<file path="config.mk">
export PLATFORM = sky130hd
export DESIGN_NAME = scariv_uc_store_queue_flat
export DESIGN_NICKNAME = d
export VERILOG_FILES = /design/src/rtl/scariv_lsu_pkg.sv /design/src/rtl/scariv_uc_store_queue_if.sv /design/src/rtl/scariv_uc_store_queue.sv /design/src/flat_wrapper.sv
export SDC_FILE = /design/constraint.sdc
export NUM_CORES = 1
export LEC_CHECK = 0
export CAP_MARGIN = 20
export CORE_MARGIN = 3
export CORE_UTILIZATION = 35
export CTS_CLUSTER_SIZE = 25
export DETAILED_ROUTE_END_ITERATION = 16
export PLACE_DENSITY = 0.66
export RECOVER_POWER = 50
export REMOVE_ABC_BUFFERS = 1
export SYNTH_ARGS = -nofsm -noshare
export SYNTH_HDL_FRONTEND = slang
export SYNTH_SLANG_ARGS = --single-unit
</file>
<file path="constraint.sdc">
create_clock -name i_clk -period 8.53 [get_ports i_clk]
set_clock_uncertainty 0.15 [all_clocks]
set_input_delay 1.706 -clock i_clk [delete_from_list [all_inputs] [get_ports i_clk]]
set_output_delay 1.706 -clock i_clk [all_outputs]
set_load 0.03 [all_outputs]
</file>
<file path="src/rtl/scariv_lsu_pkg.sv">
// Shared types for the uncached store queue.
// scariv_lsu_pkg: default sizes, entry layout and fence drain FSM states.
package scariv_lsu_pkg;

    localparam int unsigned UCSQ_DEPTH   = 4;
    localparam int unsigned UCSQ_PADDR_W = 56;
    localparam int unsigned UCSQ_XLEN_W  = 64;

    // Entry layout at the default widths
    typedef struct packed {
        logic                    valid;
        logic [UCSQ_PADDR_W-1:0] paddr;
        logic [UCSQ_XLEN_W-1:0]  data;
        logic [1:0]              size;
    } ucsq_entry_t;

    typedef enum logic [1:0] {
        UCSQ_IDLE,
        UCSQ_DRAIN,
        UCSQ_DONE
    } ucsq_fence_state_t;

endpackage

</file>
<file path="src/rtl/scariv_uc_store_queue_if.sv">
// Store channel (valid/ready + address, data, size).
// Used for both the commit-side enqueue port and the uc_write port to the L2 requestor.
interface scariv_uc_store_queue_if
    import scariv_lsu_pkg::*;
#(
    parameter int unsigned PADDR_W = UCSQ_PADDR_W,
    parameter int unsigned XLEN_W  = UCSQ_XLEN_W
);
    logic               valid;
    logic               ready;
    logic [PADDR_W-1:0] paddr;
    logic [XLEN_W-1:0]  data;
    logic [1:0]         size;

    modport master (output valid, paddr, data, size, input  ready);
    modport slave  (input  valid, paddr, data, size, output ready);
endinterface

</file>
<file path="src/rtl/scariv_uc_store_queue.sv">
// In-order queue of committed uncached stores feeding the L2 uc_write port.
// Blocks loads that hit a buffered dword and runs the fence drain handshake.
// Optional: define SCARIV_UCSQ_PERF_EN to build the saturating perf counters.
module scariv_uc_store_queue
    import scariv_lsu_pkg::*;
#(
    parameter int unsigned DEPTH   = UCSQ_DEPTH,
    parameter int unsigned PADDR_W = UCSQ_PADDR_W,
    parameter int unsigned XLEN_W  = UCSQ_XLEN_W
)(
    input  logic                       i_clk,
    input  logic                       i_reset_n,
    scariv_uc_store_queue_if.slave     enq,
    scariv_uc_store_queue_if.master    uc,
    input  logic                       i_uc_is_empty,
    input  logic                       i_fwd_valid,
    input  logic [PADDR_W-1:0]         i_fwd_paddr,
    output logic                       o_fwd_conflict,
    input  logic                       i_fence_req,
    output logic                       o_fence_done,
    output logic                       o_empty,
    output logic [$clog2(DEPTH+1)-1:0] o_count,
    output logic [31:0]                o_perf_enq,
    output logic [31:0]                o_perf_full
);

    localparam int unsigned PTR_W = $clog2(DEPTH);
    localparam int unsigned CNT_W = $clog2(DEPTH+1);

    typedef struct packed {
        logic [PADDR_W-1:0] paddr;
        logic [XLEN_W-1:0]  data;
        logic [1:0]         size;
    } entry_t;

    logic [DEPTH-1:0]  valid_q;
    entry_t            mem_q [DEPTH];
    logic [PTR_W-1:0]  wr_ptr_q;
    logic [PTR_W-1:0]  rd_ptr_q;
    logic [CNT_W-1:0]  count_q;
    ucsq_fence_state_t state_q;
    ucsq_fence_state_t state_d;
    logic              full;
    logic              enq_fire;
    logic              deq_fire;
    logic              fwd_hit;

    assign full      = (count_q == CNT_W'(DEPTH));
    assign enq.ready = !full && (state_q != UCSQ_DRAIN);
    assign enq_fire  = enq.valid && enq.ready;
    assign deq_fire  = uc.valid && uc.ready;

    assign uc.valid  = valid_q[rd_ptr_q];
    assign uc.paddr  = mem_q[rd_ptr_q].paddr;
    assign uc.data   = mem_q[rd_ptr_q].data;
    assign uc.size   = mem_q[rd_ptr_q].size;

    assign o_empty   = (count_q == '0);
    assign o_count   = count_q;

    // Valid bits, pointers and occupancy; pointers wrap since DEPTH is a power of 2
    always_ff @(posedge i_clk or negedge i_reset_n) begin
        if (!i_reset_n) begin
            valid_q  <= '0;
            wr_ptr_q <= '0;
            rd_ptr_q <= '0;
            count_q  <= '0;
        end else begin
            if (enq_fire) begin
                valid_q[wr_ptr_q] <= 1'b1;
                wr_ptr_q          <= wr_ptr_q + 1'b1;
            end
            if (deq_fire) begin
                valid_q[rd_ptr_q] <= 1'b0;
                rd_ptr_q          <= rd_ptr_q + 1'b1;
            end
            if (enq_fire && !deq_fire) begin
                count_q <= count_q + 1'b1;
            end else if (!enq_fire && deq_fire) begin
                count_q <= count_q - 1'b1;
            end
        end
    end

    // Payload storage, written at the tail; not reset
    always_ff @(posedge i_clk) begin
        if (enq_fire) begin
            mem_q[wr_ptr_q] <= '{paddr: enq.paddr, data: enq.data, size: enq.size};
        end
    end

    // Dword-granular overlap of the load probe against every buffered store
    always_comb begin
        fwd_hit = 1'b0;
        for (int unsigned i = 0; i < DEPTH; i++) begin
            if (valid_q[i] && (mem_q[i].paddr[PADDR_W-1:3] == i_fwd_paddr[PADDR_W-1:3])) begin
                fwd_hit = 1'b1;
            end
        end
    end

    assign o_fwd_conflict = i_fwd_valid && fwd_hit;

    // Fence FSM state register
    always_ff @(posedge i_clk or negedge i_reset_n) begin
        if (!i_reset_n) begin
            state_q <= UCSQ_IDLE;
        end else begin
            state_q <= state_d;
        end
    end

    // Fence FSM next state and done pulse; DRAIN is always visited so done lags the request by 2
    always_comb begin
        state_d      = state_q;
        o_fence_done = 1'b0;
        case (state_q)
            UCSQ_IDLE:  if (i_fence_req) state_d = UCSQ_DRAIN;
            UCSQ_DRAIN: if (o_empty && i_uc_is_empty) state_d = UCSQ_DONE;
            UCSQ_DONE: begin
                o_fence_done = 1'b1;
                state_d      = UCSQ_IDLE;
            end
            default:    state_d = UCSQ_IDLE;
        endcase
    end

`ifdef SCARIV_UCSQ_PERF_EN
    logic [31:0] perf_enq_q;
    logic [31:0] perf_full_q;

    // Saturating counts of enqueues and of stalled-full cycles
    always_ff @(posedge i_clk or negedge i_reset_n) begin
        if (!i_reset_n) begin
            perf_enq_q  <= '0;
            perf_full_q <= '0;
        end else begin
            if (enq_fire && (perf_enq_q != '1)) begin
                perf_enq_q <= perf_enq_q + 32'd1;
            end
            if (full && enq.valid && (perf_full_q != '1)) begin
                perf_full_q <= perf_full_q + 32'd1;
            end
        end
    end

    assign o_perf_enq  = perf_enq_q;
    assign o_perf_full = perf_full_q;
`else
    assign o_perf_enq  = '0;
    assign o_perf_full = '0;
`endif

endmodule

</file>
<file path="src/flat_wrapper.sv">
// flat-port wrapper written by rule: the top's interface ports become plain ports
module scariv_uc_store_queue_flat import scariv_lsu_pkg::*;
#(
    parameter int unsigned DEPTH   = UCSQ_DEPTH,
    parameter int unsigned PADDR_W = UCSQ_PADDR_W,
    parameter int unsigned XLEN_W  = UCSQ_XLEN_W
)
  (i_clk, i_reset_n, i_uc_is_empty, i_fwd_valid, i_fwd_paddr, o_fwd_conflict, i_fence_req, o_fence_done, o_empty, o_count, o_perf_enq, o_perf_full, enq_valid, enq_paddr, enq_data, enq_size, enq_ready, uc_valid, uc_paddr, uc_data, uc_size, uc_ready);
  scariv_uc_store_queue_if #(.PADDR_W(PADDR_W), .XLEN_W(XLEN_W)) enq_i ();
  scariv_uc_store_queue_if #(.PADDR_W(PADDR_W), .XLEN_W(XLEN_W)) uc_i ();
  input  logic i_clk;
  input  logic i_reset_n;
  input  logic i_uc_is_empty;
  input  logic i_fwd_valid;
  input  logic [PADDR_W-1:0] i_fwd_paddr;
  output logic o_fwd_conflict;
  input  logic i_fence_req;
  output logic o_fence_done;
  output logic o_empty;
  output logic [$clog2(DEPTH+1)-1:0] o_count;
  output logic [31:0] o_perf_enq;
  output logic [31:0] o_perf_full;
  input wire logic [$bits(enq_i.valid)-1:0] enq_valid;
  input wire logic [$bits(enq_i.paddr)-1:0] enq_paddr;
  input wire logic [$bits(enq_i.data)-1:0] enq_data;
  input wire logic [$bits(enq_i.size)-1:0] enq_size;
  output wire logic [$bits(enq_i.ready)-1:0] enq_ready;
  output wire logic [$bits(uc_i.valid)-1:0] uc_valid;
  output wire logic [$bits(uc_i.paddr)-1:0] uc_paddr;
  output wire logic [$bits(uc_i.data)-1:0] uc_data;
  output wire logic [$bits(uc_i.size)-1:0] uc_size;
  input wire logic [$bits(uc_i.ready)-1:0] uc_ready;
  assign enq_i.valid = enq_valid;
  assign enq_i.paddr = enq_paddr;
  assign enq_i.data = enq_data;
  assign enq_i.size = enq_size;
  assign enq_ready = enq_i.ready;
  assign uc_valid = uc_i.valid;
  assign uc_paddr = uc_i.paddr;
  assign uc_data = uc_i.data;
  assign uc_size = uc_i.size;
  assign uc_i.ready = uc_ready;
  scariv_uc_store_queue #(.DEPTH(DEPTH), .PADDR_W(PADDR_W), .XLEN_W(XLEN_W)) u_core (.i_clk(i_clk), .i_reset_n(i_reset_n), .enq(enq_i), .uc(uc_i), .i_uc_is_empty(i_uc_is_empty), .i_fwd_valid(i_fwd_valid), .i_fwd_paddr(i_fwd_paddr), .o_fwd_conflict(o_fwd_conflict), .i_fence_req(i_fence_req), .o_fence_done(o_fence_done), .o_empty(o_empty), .o_count(o_count), .o_perf_enq(o_perf_enq), .o_perf_full(o_perf_full));
endmodule
</file>
==> results.md, run 1 <==
Routing:
- The first detailed-routing pass took 5 iterations.
- The top metal layer carrying routed signals is met5.
- The routed design has 56600 um of wire.
- After detailed routing, the met3 layer carries 6160 um of wire.
- For this block, wires on met1 add up to 20700 um.
- The initial detailed-routing violation count is 866.
- Summing over every cut layer, the via total after detailed routing is 11300.
- The remaining number of nets flagged by the antenna check after routing is 0.
- The number of remaining DRC errors is 0.
- The average wire per cell in the routed design is 25.1 um.
- The via-per-instance ratio is 5.03.
- Wire segments on met2 add up to 27800 um in the final route.

Logic synthesis:
- The library cell occupying the most area in the post-synthesis netlist is sky130_fd_sc_hd__edfxtp_1.
- The top-area cell type share of the netlist area is 0.681.
- The number of enable flip-flop cells after synthesis is 488.
- The post-synthesis instance area is 21500 um2.
- The per-instance average area after synthesis is 19.3 um2.
- For this run, the leading register cell type out of synthesis is sky130_fd_sc_hd__edfxtp_1.
- In the synthesized netlist, the number of instances is 1112.
- Yosys mapped the design onto 46 distinct sky130hd cell types.
- Synthesis inferred 501 register bits.
- Ranked by total cell area, the synthesized netlist is headed by sky130_fd_sc_hd__edfxtp_1, sky130_fd_sc_hd__mux4_2, sky130_fd_sc_hd__xnor2_1.
- In the synthesized netlist the async set-or-reset flop fraction comes to 0.0259.
- The share of the Yosys chip area taken by registers is 0.696.
- Yosys printed 0 warnings.

Power:
- The maximum vdd drop is 0.222 mV.
- The power density over cell area is 314 nW/um2.
- The net load switching power is 2810 uW.
- The sequential fraction of design power is 0.375.
- Of the total power, the clock network draws 0.266.
- The sum of internal, switching and leakage power is 8400 uW.
- Internal power comes to 5590 uW.
- The leakage power figure is 0.00856 uW.
- Of the total power, the share spent switching nets is 0.335.
- The part of the power in combinational logic is 0.358.

Clock tree:
- The H-tree depth is 2.
- The clock drives 501 sinks.
- The clock tree from TritonCTS is done.
- The number of buffers created by CTS is 54.
- After clock tree synthesis, the repair step resized 0 gates.
- After clock tree synthesis, the clock-pin slew on the worst setup and hold paths is 0.06 ns.
- Counting along the longest clock path gives a buffer depth of 3.
- The tree is rooted in a sky130_fd_sc_hd__clkbuf_16.
- The clock latency on the worst-skew pair is 0.59 ns.
- The number of buffers inserted for hold repair after clock tree synthesis is 0.
- Buffers added to address setup during post-CTS repair amount to 0.

Layout:
- After the flow finishes, the layout carries non-filler instances totaling 2255.
- The library cells used most frequently in the layout, excluding fill and tap cells, are sky130_fd_sc_hd__edfxtp_1, sky130_fd_sc_hd__clkdlybuf4s50_1, sky130_fd_sc_hd__xnor2_1, sky130_fd_sc_hd__dlygate4sd3_1, sky130_fd_sc_hd__mux4_2.
- The layout cell share with drive strength beyond 1 is 0.155.
- The net count of the finished layout is 1618.
- The area growth from synthesis to final layout is 24.3%.
- The most common cell after layout, fill and taps aside is sky130_fd_sc_hd__edfxtp_1.
- Counting the fill cells in the layout gives 5261.

Floorplan:
- Measured along the x axis, the die boundary spans 254 um.
- The region available for standard cell placement spans 60600 um2.
- In this run the count of I/O pins placed on the die edge is 379.
- The floorplan step defined a die boundary enclosing 64500 um2.
- The die is 254 um tall.
- The initialized floorplan defines 90 standard-cell rows.
- The starting utilization of the core area is 0.355.

Global routing:
- For this run, the total global-route usage over all layers was measured as 0.174.
- The remaining global-route overflow is 0.
- The maximum number of pins on one net before global-route repair is 73.
- The number of global-route vias before repair came to 11700.
- The number of antenna violations at the first check in global routing came to 30.
- The first global-routing pass estimated 80600 um of wire.

Critical path:
- The data arrival at the endpoint of the critical path is 4.73 ns.
- The data required time of the critical path is 6.67 ns.
- In this run the worst path has a maximum fanout of 4.
- The critical path endpoint category is a primary output.
- The critical-path cell with the highest stage delay is sky130_fd_sc_hd__clkdlybuf4s50_1.
- The nature of the critical path startpoint is an input port.
- In this design, the largest share of critical-path delay is due to buffers and inverters.
- Together, buffers and inverters on the worst path number 2.
- The delay of the slowest critical-path stage is 0.69 ns.
- The signal on the critical path passes through clkdlybuf4s50_1 -> xnor2_1 -> nand4_1 -> nor4_1 -> nand2_1 -> nor4_2 -> o31a_1 -> clkdlybuf4s50_1.
- The worst-case register-to-register setup slack is 3.32 ns.
- The most numerous cell type found on the critical path is sky130_fd_sc_hd__clkdlybuf4s50_1.
- The type of the setup path with the least slack is input port to primary output.

Timing:
- The actual transition at the worst max-transition pin is 4.04 ns.
- Setup violations remaining at the end of the flow were counted as 0.
- The count of pins over their slew limit is 114.
- The worst pin sits at a relative slew slack of -1.70.
- Subtracting the final worst setup slack from the clock period gives 6.59 ns.
- The count of final hold-check violations is 0.
- The top achievable clock speed is 152 MHz.
- Setup repair after global routing left no endpoint under its margin.
- Dividing the final minimum period by the clock period gives 0.773.
- The setup total negative slack is 0 ns.

Status:
- The checks that failed: max-capacitance violations, max-slew violations.
- The run finished, with violations left.

Place:
- Detailed placement ended at an HPWL of 39700 um.
- During placement, the flow inserted port buffers numbering 311.
- The final RePlAce weighted congestion is 0.862.
- The cell total after placement is 2149.

Job:
- The tool flagged a number of max-cap violations equal to 2.

Worst hold path:
- The class of the tightest hold or removal check is flop to flop.
final timing paths:
kind | startpoint | end | cells after the start
min reg2reg | u_core.state_q[1] | u_core.state_q[0] | 1
min in group asynchronous | i_reset_n | u_core.o_count[1] | 1
max in group asynchronous | i_reset_n | u_core.rd_ptr_q[1] | 1
max reg2reg | u_core.state_q[0] | u_core.mem_q[3][48] | 4
min | u_core.state_q[1] | u_core.state_q[0] | 1
max | i_fwd_paddr[41] | o_fwd_conflict | 8
state kept, by name (all words and copies together), names as in the netlist:
signal	count
u_core.mem_q	488
u_core.o_count	3
u_core.rd_ptr_q	2
u_core.state_q	2
u_core.valid_q	4
u_core.wr_ptr_q	2
worst register-to-register path: cells and delay by family, from the launching register on:
family,cells,cell delay [ns]
DFF,1,0.40
buffers and inverters,1,2.88
and+or+nand+nor,2,0.81
AOI/OAI and AO/OA,1,0.35
synth_stat cells, types with 2 or more instances:
cell type and number:
sky130_fd_sc_hd__edfxtp_1 488, sky130_fd_sc_hd__xnor2_1 154, sky130_fd_sc_hd__mux4_2 123, sky130_fd_sc_hd__buf_4 68
sky130_fd_sc_hd__nand4_1 45, sky130_fd_sc_hd__xor2_1 30, sky130_fd_sc_hd__buf_2 29, sky130_fd_sc_hd__inv_1 28
sky130_fd_sc_hd__buf_6 15, sky130_fd_sc_hd__nor4_1 15, sky130_fd_sc_hd__clkbuf_1 13, sky130_fd_sc_hd__dfrtp_1 13
sky130_fd_sc_hd__ha_1 9, sky130_fd_sc_hd__xnor2_2 8, sky130_fd_sc_hd__o22ai_1 7, sky130_fd_sc_hd__a221oi_1 5
sky130_fd_sc_hd__and3_1 5, sky130_fd_sc_hd__nand2_1 5, sky130_fd_sc_hd__a2bb2oi_2 4, sky130_fd_sc_hd__buf_1 4
sky130_fd_sc_hd__nor2_1 4, sky130_fd_sc_hd__a21oi_1 3, sky130_fd_sc_hd__a22oi_1 3, sky130_fd_sc_hd__nor3_1 3
sky130_fd_sc_hd__o2bb2ai_1 3, sky130_fd_sc_hd__clkbuf_2 2, sky130_fd_sc_hd__inv_2 2, sky130_fd_sc_hd__nand2b_1 2
sky130_fd_sc_hd__nor2b_1 2, sky130_fd_sc_hd__nor4_2 2, sky130_fd_sc_hd__o2111ai_1 2, sky130_fd_sc_hd__o21ai_0 2
through the flow:
stage	utilization	cell area [um2]	worst slack, ns	hold WS [ns]
after floorplan	-	20900	1.08	0.268
after global placement	0.414	25100	1.95	0.285
after detailed placement	0.414	25100	1.91	0.288
after CTS	0.442	26800	1.88	0.296
after global routing	0.441	26700	1.86	0.310
final	0.441	26700	1.94	0.295
kinds of logic after synthesis:
| group | count (synthesis) | synth area share |
|---|---|---|
| buffers and inverters | 161 | 0.0470 |
| muxes | 124 | 0.129 |
| xor gates and xnor gates | 193 | 0.0822 |
| DFF | 501 | 0.696 |
| adders and majority gates | 10 | 0.00616 |
| and+or+nand+nor | 86 | 0.0245 |
| AOI/OAI and AO/OA | 36 | 0.0145 |
| other | 1 | 0.000174 |
final cells by class:
class | instances | area, um2 | share of cell area
Clock buffer | 68 | 1430 | 0.0533
Antenna cell | 10 | 25.0 | 0.000936
Sequential cell | 501 | 15000 | 0.560
Inverter | 30 | 113 | 0.00421
Timing Repair Buffer | 323 | 3210 | 0.120
Multi-Input combinational cell | 513 | 5750 | 0.215
Tap cell | 782 | 978 | 0.0366
Clock inverter | 28 | 256 | 0.00959
layer usage:
layer,global-route usage,vias up
li1,-,4901
met1,0.210,5754
met2,0.284,548
met3,0.0693,116
met4,0.0591,22
met5,0,-
power by group through the flow:
stage	registers (uW)	clock network (uW)	logic (uW)
3_5_place_dp	3210	0	3080
2_1_floorplan	3330	0	1790
4_1_cts	3160	2300	3090
3_3_place_gp	3190	0	3080
6_report	3150	2240	3010
5_1_grt	3180	2400	3180
No activity file was read; power rests on OpenSTA's default activity.
==> inputs of run 2 (changes only) <==
- PLACE_DENSITY: 0.66 -> 0.68
- clock period: 8.53 -> 5.6 ns (I/O delays scaled with it)
==> run 2 against run 1 <==
First-iteration DRC count decreased by 14%. Via count about the same. Clock-buffer cell count decreased by 1. Worst setup slack got worse by 1.2 ns. Power increased by 55%. The run still ends with max-capacitance violations, max-slew violations left.
==> results.md, run 2 (synthesis gave the netlist of run 1 again) <==
Status:
- The run finished, with violations left.
- The final reports fail on max-capacitance violations, max-slew violations.

Floorplan:
- The die extent in x came to 254 um (unchanged).
- The overall die height is 254 um (unchanged).
- The count of boundary I/O pins is 379 (unchanged).
- The starting utilization of the core area came to 0.355 (unchanged).
- The die footprint came to 64500 um2 (unchanged).
- The standard-cell row count is 90 (unchanged).
- The area of the placeable core was 60600 um2 (unchanged).

Layout:
- The count of fill cells added during filler insertion is 5209 (-0.99%).
- Leaving out fill and tap cells, the most frequent cells in the layout are sky130_fd_sc_hd__edfxtp_1, sky130_fd_sc_hd__clkdlybuf4s50_1, sky130_fd_sc_hd__xnor2_1, sky130_fd_sc_hd__dlygate4sd3_1, sky130_fd_sc_hd__mux4_2.
- The register area is 15000 um2 (about the same).
- More flip-flops sit in one register than any other, and that register is u_core.mem_q.
- The multi-input combinational cell area is 5770 um2 (+0.30%).
- The number of nets in the final layout is 1619 (+0.062%).
- Leaving out fill and tap cells, the most frequent cell in the layout is sky130_fd_sc_hd__edfxtp_1.
- The flip-flop count of the largest register, all copies and words added came to 488 (unchanged).
- The layout cell share with drive strength beyond 1 is 0.162 (+0.00639).
- The area growth from synthesis to final layout is 25.1%.

Global routing:
- The number of global-route vias before repair came to 12000 (+1.9%).
- The remaining global-route overflow was 0 (unchanged).
- The number of antenna violations at the first check in global routing is 23 (-23%).
- The aggregate global-route resource usage is 0.178 (+0.00424).
- The first-pass GRT wire length is 82100 um (+1.8%).
- The maximum number of pins on one net before global-route repair was 91 (+25%).

Critical path:
- The data arrival at the endpoint of the critical path is 3.56 ns (-1.17 ns).
- The number of cell instances on the worst register-to-register path was 4 (unchanged).
- The largest fanout on the critical path was 4 (unchanged).
- The type of the setup path with the least slack is input port to primary output.
- The data required time of the critical path was 4.33 ns (-2.34 ns).
- The worst setup path is launched from an input port.
- The worst setup path is captured at a primary output.

Clock tree:
- The number of buffers added for setup after CTS came to 0 (unchanged).
- The CTS clock-pin slew for the worst setup and hold paths is 0.06 ns (about the same).
- The number of buffers created by CTS came to 55 (+1.9%).
- The clock latency on the worst-skew pair is 0.58 ns (about the same).
- The clock tree from TritonCTS is done.
- The H-tree depth is 2 (unchanged).
- The count of cells resized by post-cts repair is 0 (unchanged).
- The number of buffers between clock root and the deepest sink is 3 (unchanged).
- The number of buffers inserted for hold repair after clock tree synthesis is 0 (unchanged).
- The clock sink count is 501 (unchanged).
- The clock root buffer is sky130_fd_sc_hd__clkbuf_16.

Timing:
- The count of final hold-check violations is 0 (unchanged).
- The tightest slew margin relative to the limit is -0.577 (+1.12).
- Setup repair after global routing left no endpoint under its margin.
- The post-route clock period utilization is 0.863.
- The count of pins over their slew limit is 112 (-1.8%).
- The top achievable clock speed is 207 MHz.
- The post-layout minimum cycle time is 4.83 ns.
- The setup total negative slack is 0 ns (unchanged).
- The final setup violation count is 0 (unchanged).
- The actual transition at the worst max-transition pin is 2.37 ns (-1.68 ns).
- The final worst slack was 0.766 ns (-1.17 ns).

Worst hold path:
- The min-delay analysis places its worst path in the category flop to flop.
- The hold-critical path depth is 1 (unchanged).

Routing:
- The detailed-route wire length is 57600 um (+1.8%).
- The overall via count from detail_route is 11300 (-0.079%).
- The remaining number of nets flagged by the antenna check after routing is 0 (unchanged).
- The number of remaining DRC errors came to 0 (unchanged).
- The via-per-instance ratio is 5.02 (-0.12%).
- The average wire per cell in the routed design is 25.5 um (+1.7%).
- The initial detailed-routing violation count is 743 (-14%).
- The first-pass iteration count of the detailed router is 5 (unchanged).

Power:
- The maximum vdd drop is 0.353 mV (+59%).
- The sum of internal, switching and leakage power is 13000 uW (+55%).
- The leakage power figure was 0.00864 uW (+0.87%).
- The power density over cell area was 483 nW/um2 (+54%).

Job:
- The total of max-cap violations is 3 (+1).

Place:
- The final RePlAce weighted congestion is 0.875 (+1.6%).
- The sum of net half-perimeters after detailed placement is 40600 um (+2.3%).
- The count of buffers inserted at the top-level ports is 311 (unchanged).
- The worst slack at placement is 0.785 ns (-1.12 ns).
## run 2: changes by cell type in the layout (fill, tap and decap cells not counted), moves of 3 or more
cell,delta
sky130_fd_sc_hd__clkinv_4,-3
sky130_fd_sc_hd__clkbuf_1,-3
sky130_fd_sc_hd__diode_2,-3
sky130_fd_sc_hd__buf_12,+8
sky130_fd_sc_hd__buf_4,-5
## run 2: final timing paths
kind / startpoint / end / slack [ns]
max: i_fwd_paddr[41] / o_fwd_conflict / 0.77
min: u_core.state_q[1] / u_core.state_q[0] / 0.30
max reg2reg: u_core.state_q[0] / u_core.mem_q[1][67] / 1.57
min reg2reg: u_core.state_q[1] / u_core.state_q[0] / 0.30
max in group asynchronous: i_reset_n / u_core.rd_ptr_q[0] / 3.98
min in group asynchronous: i_reset_n / u_core.state_q[1] / 0.85
## run 2: cell type report
type,count,share of cell area
repair buffers,323,0.123
flip-flops and latches,501,0.557
multi-input cells,513,0.214
well taps,782,0.0363
clock buffers,67,0.0528
diodes,7,0.000651
clock inverters,33,0.0121
inverters,30,0.00418
## run 2: per-stage QoR
step,cell area (um2),hold slack [ns],utilization,cells
final,26900,0.297,0.444,2256
after global routing,26900,0.314,0.444,2254
after CTS,26900,0.301,0.444,2249
after detailed placement,25200,0.292,0.416,2149
after global placement,25200,0.281,0.416,2149
after floorplan,20900,0.268,-,1044
## run 2: metal layers
| layer | track usage | wire length [um] |
|---|---|---|
| met5 | 0 | 131 |
| met4 | 0.0670 | 2090 |
| met3 | 0.0619 | 5330 |
| met2 | 0.295 | 28500 |
| met1 | 0.215 | 21600 |
## run 2: power by group
group          switching, uW  internal (uW)
combinational           2590           2060
sequential               304           4530
clock                   1440           2080
## run 2: critical path: stages
cell	delay [ns]
sky130_fd_sc_hd__clkdlybuf4s50_1	0.58
sky130_fd_sc_hd__xnor2_1	0.48
sky130_fd_sc_hd__nand4_1	0.23
sky130_fd_sc_hd__nor4_1	0.31
sky130_fd_sc_hd__nand2_1	0.14
sky130_fd_sc_hd__nor4_2	0.28
sky130_fd_sc_hd__o31a_1	0.24
sky130_fd_sc_hd__buf_4	0.19
